[src/rtl/rv_rr_arbiter.sv]
// rv_rr_arbiter: round-robin arbiter merging N ready/valid sources into one
// registered downstream channel. A 1-entry output buffer refills in the
// same cycle it drains, so a source can move one beat per cycle.
// m_id records which source produced each buffered beat.
// Optional packet lock (define RV_ARB_LOCK_EN): once a multi-beat packet
// starts, the arbiter stays with that source until its s_last beat.

// Per-requester slice: request masking under lock and the ready decode.
module rv_rr_arb_lane #(
    parameter int ID_WIDTH = 1,
    parameter int IDX      = 0
) (
    input  logic                s_valid,
    input  logic                locked,
    input  logic [ID_WIDTH-1:0] lock_id,
    input  logic                grant_vld,
    input  logic [ID_WIDTH-1:0] grant_id,
    input  logic                load,
    output logic                req,
    output logic                ready
);
    // While locked, only the owning source may compete.
    assign req   = s_valid && (!locked || (lock_id == ID_WIDTH'(IDX)));
    assign ready = load && grant_vld && (grant_id == ID_WIDTH'(IDX));
endmodule

module rv_rr_arbiter #(
    parameter  int N          = 2,
    parameter  int DATA_WIDTH = 1,
    localparam int ID_WIDTH   = (N > 1) ? $clog2(N) : 1
) (
    input  logic                  clk,
    input  logic                  resetn,
    input  logic [N-1:0]          s_valid,
    input  logic [N*DATA_WIDTH-1:0] s_data,
`ifdef RV_ARB_LOCK_EN
    input  logic [N-1:0]          s_last,
    output logic                  m_last,
`endif
    output logic [N-1:0]          s_ready,
    output logic                  m_valid,
    output logic [DATA_WIDTH-1:0] m_data,
    output logic [ID_WIDTH-1:0]   m_id,
    input  logic                  m_ready
);

    logic [ID_WIDTH-1:0]   ptr;
    logic [ID_WIDTH-1:0]   grant_id;
    logic [ID_WIDTH-1:0]   nxt_ptr;
    logic                  grant_vld;
    logic                  load;
    logic                  locked;
    logic                  win_last;
    logic [N-1:0]          req;
    logic [DATA_WIDTH-1:0] win_data;

    // Buffer takes a new beat when empty or draining this cycle.
    assign load = !m_valid || m_ready;

    genvar gi;
    generate
        for (gi = 0; gi < N; gi++) begin : g_lane
            // The lock owner is always the source of the beat in the
            // buffer, since only it can be granted while locked.
            rv_rr_arb_lane #(.ID_WIDTH(ID_WIDTH), .IDX(gi)) u_lane (
                .s_valid   (s_valid[gi]),
                .locked    (locked),
                .lock_id   (m_id),
                .grant_vld (grant_vld),
                .grant_id  (grant_id),
                .load      (load),
                .req       (req[gi]),
                .ready     (s_ready[gi])
            );
        end
    endgenerate

    // Rotating priority search starting at ptr; scanning from the far end
    // lets the nearest requester overwrite earlier hits.
    always_comb begin
        logic [ID_WIDTH-1:0] idx;
        grant_vld = 1'b0;
        grant_id  = '0;
        idx       = '0;
        for (int k = N - 1; k >= 0; k--) begin
            idx = ID_WIDTH'((int'(ptr) + k) % N);
            if (req[idx]) begin
                grant_vld = 1'b1;
                grant_id  = idx;
            end
        end
    end

    // Payload and last-flag mux for the winning source.
    always_comb begin
        win_data = '0;
        win_last = 1'b1;
        for (int i = 0; i < N; i++) begin
            if (grant_id == ID_WIDTH'(i)) begin
                win_data = s_data[i*DATA_WIDTH +: DATA_WIDTH];
`ifdef RV_ARB_LOCK_EN
                win_last = s_last[i];
`endif
            end
        end
    end

    // Pointer moves one past the winner, wrapping at N-1.
    assign nxt_ptr = (int'(grant_id) == N - 1) ? '0 : grant_id + 1'b1;

`ifdef RV_ARB_LOCK_EN
    // Output buffer, priority pointer and packet lock.
    always_ff @(posedge clk or negedge resetn) begin
        if (!resetn) begin
            m_valid <= 1'b0;
            m_data  <= '0;
            m_id    <= '0;
            m_last  <= 1'b0;
            ptr     <= '0;
            locked  <= 1'b0;
        end else if (load) begin
            if (grant_vld) begin
                m_valid <= 1'b1;
                m_data  <= win_data;
                m_id    <= grant_id;
                m_last  <= win_last;
                locked  <= !win_last;
                if (win_last) ptr <= nxt_ptr;
            end else begin
                m_valid <= 1'b0;
            end
        end
    end
`else
    assign locked = 1'b0;

    // Output buffer and priority pointer; every beat arbitrates alone.
    always_ff @(posedge clk or negedge resetn) begin
        if (!resetn) begin
            m_valid <= 1'b0;
            m_data  <= '0;
            m_id    <= '0;
            ptr     <= '0;
        end else if (load) begin
            if (grant_vld) begin
                m_valid <= 1'b1;
                m_data  <= win_data;
                m_id    <= grant_id;
                ptr     <= nxt_ptr;
            end else begin
                m_valid <= 1'b0;
            end
        end
    end

    // Last flag only matters with the lock feature.
    logic unused_last;
    assign unused_last = win_last;
`endif

endmodule

[config.mk]
export PLATFORM = sky130hd
export DESIGN_NAME = rv_rr_arbiter
export DESIGN_NICKNAME = d
export VERILOG_FILES = /design/src/rtl/rv_rr_arbiter.sv
export SDC_FILE = /design/constraint.sdc
export NUM_CORES = 1
export LEC_CHECK = 0
export ABC_CLOCK_PERIOD_IN_PS = 2780
export CAP_MARGIN = 20
export CORE_AREA = 2 2 39 41
export DETAILED_ROUTE_END_ITERATION = 6
export DIE_AREA = 0 0 41 43
export REMOVE_ABC_BUFFERS = 1
export SYNTH_ARGS = -nofsm -noshare
export SYNTH_HDL_FRONTEND = slang
export SYNTH_SLANG_ARGS = --single-unit
[constraint.sdc]
create_clock -name clk -period 2.78 [get_ports clk]
set_clock_uncertainty 0.2 [all_clocks]
set_input_delay 0.556 -clock clk [delete_from_list [all_inputs] [get_ports clk]]
set_output_delay 0.556 -clock clk [all_outputs]
set_load 0.005 [all_outputs]
==> impl_metrics.tcl <==
set metrics [dict create \
    max_stage_delay_ns 0.49 \
    fp.dieArea_um2 1760 \
    ys_types 12 \
    worstPathArrival_ns 1.83 \
    drt_iter0_drc 4 \
    layout_worst_path_cycle_share_pct 93.0 \
    layout_commonest_cell "clkdlybuf4s50_1" \
    cts_sinks 4 \
    synth_top_family_by_area "simple AND/OR/NAND/NOR gates" \
    critPathSlowestCell "clkdlybuf4s50_1" \
    timing.final.crit_period_ns 2.59 \
    powerDensity_nw_per_um2 548 \
    yosysSeqAreaShare_pct 48.8 \
    fillCellCount 153 \
    synth_area_per_cell_um2 11.4 \
    cts_max_path_buffers 2 \
    placed_area_um2 320 \
    setup_viol 0 \
    design_area_um2 343 \
    grt_overflow_total 0 \
    relSlewSlack_pct 84.0 \
    cp-end-kind "primary output" \
    io_buffers 11 \
    worstSetupPathType "input port to primary output" \
    peakVddDrop_v 0.000251 \
    synth_compound_area_share_pct 15.9 \
    holdWs_ns 0.286 \
    drive_gt1_share_pct 23.3 \
    grt.total_usage_pct 7.44 \
    wl_per_cell_um 9.24 \
    synth-simple-area-share_pct 28.0 \
    grt_setup_unrepaired "no" \
    avgViaCountPerCell 3.70 \
    cts_buffers 3 \
    pin_count 12 \
    setup_tns_ns 0 \
    drv_cap 0 \
    cts_root_buf "clkbuf_4" \
    row_count 14 \
    clk_latency_ns 0.24 \
    first_pass_iters 2 \
    clk_pin_slew_ns 0.04 \
    routed_wl_um 425 \
    die_h_um 43 \
    p_leak_uw 0.000150 \
    final_cell_mix "clkdlybuf4s50_1, dfrtp_1, clkbuf_4, nand2_1, a21o_2" \
    num-nets-final 39 \
    cp-start-kind "input port" \
    antenna_found_initial 0 \
    fmaxAchievable_mhz 387 \
    syn-cell-area_um2 205 \
    cts_max_level 1 \
    status "complete, no violations" \
    tightestPinTransition_ns 0.239 \
    gp_congestion 0.717 \
    ys_ff_latch 4 \
    synthMuxAreaShare_pct 0 \
    ant_nets 0 \
    routed-via-count 170 \
    drcViolationCount 0 \
    synth-xor-area-share_pct 0 \
    crit_required_ns 2.02 \
    slew_violations 0 \
    yosys_warnings 0 \
    first_global_vias 171 \
    holdBufCountCts 0 \
    cts_resized 0 \
    core_um2 1380 \
    synthAdderAreaFrac_pct 0 \
    diodes 0 \
    cts_tree "built" \
    syn-instance-count 18 \
    grt_max_degree 6 \
    worstHoldPathType "flip-flop to flip-flop" \
    start_util_pct 14.8 \
    worstPathMaxFanout 5 \
    grt_pass1_wl_um 772 \
    crit_chain "clkdlybuf4s50_1, nand2b_4, and3_4, clkdlybuf4s50_1" \
    area_growth_syn_to_layout_pct 67.1 \
    post_cts_buffers 0 \
    die_x_um 41 \
    finalHoldViolCount 0 \
    cp_common_cell "clkdlybuf4s50_1" \
]
==> final timing paths <==
kind | cells past startpoint | end | start | slack (ns)
worst max-delay path | 4 | s_ready[1] | m_ready | 0.19
worst min register to register | 1 | m_id | m_id | 0.29
max in group asynchronous | 1 | m_data | resetn | 1.90
worst min-delay path | 1 | m_id | m_id | 0.29
worst max register to register | 3 | m_data | ptr | 1.43
min in group asynchronous | 1 | ptr | resetn | 0.32
==> worst max-delay path: cells and delay by family <==
family	cells	cell delay [ns]
buffers and inverters	2	0.95
and+or+nand+nor	2	0.32
==> per-stage QoR <==
stage	instances	setup slack (ns)	util, %	power [uW]
floorplan	16	1.15	-	87.1
global placement	43	0.193	23.1	114
detailed placement	43	0.188	23.1	115
CTS	46	0.189	24.8	192
global route	46	0.131	24.8	206
finish	46	0.194	24.8	188
==> registers in the layout (all words and copies together) (netlist names) <==
name,cells
ptr,1
m_valid,1
m_data,1
m_id,1
==> power by group <==
part	total [uW]	internal, uW	switching, uW
Clock	74.6	48.5	26.2
Combinational	42.6	30.2	12.5
Sequential	70.6	65.9	4.67
==> synthesized netlist by cell type (all sizes together) <==
| master | instances | area (um2) |
|---|---|---|
| a21o | 2 | 17.5 |
| a221o | 1 | 10.0 |
| and3 | 2 | 17.5 |
| and4 | 1 | 8.76 |
| buf | 2 | 15.0 |
| dfrtp | 4 | 100 |
| nand2 | 2 | 7.51 |
| nand2b | 2 | 20.0 |
| nor2 | 1 | 3.75 |
| o21ai | 1 | 5.00 |
==> metal layers <==
layer | up-vias | routed length [um] | global-route usage, %
met1 | 67 | 214 | 10.3
met2 | 16 | 112 | 6.25
met3 | 0 | 98 | 9.95
li1 | 87 | - | -
met4 | 0 | 0 | 2.00
met5 | - | 0 | 0
==> final cells by class <==
type                    count  area (um2)  area share (%)
clock buffers               3        22.5            6.57
flip-flops and latches      4         100            29.2
repair buffers             11         110            32.1
multi-input cells          12        90.1            26.3
well taps                  16        20.0            5.84
==> kinds of logic (layout without fill, tap and decap cells) <==
kind of cell	Yosys count	in the layout
AOI/OAI and AO/OA	4	4
buffers and inverters	2	14
DFF	4	4
and+or+nand+nor	8	8
(Power assumes the default switching activity.)
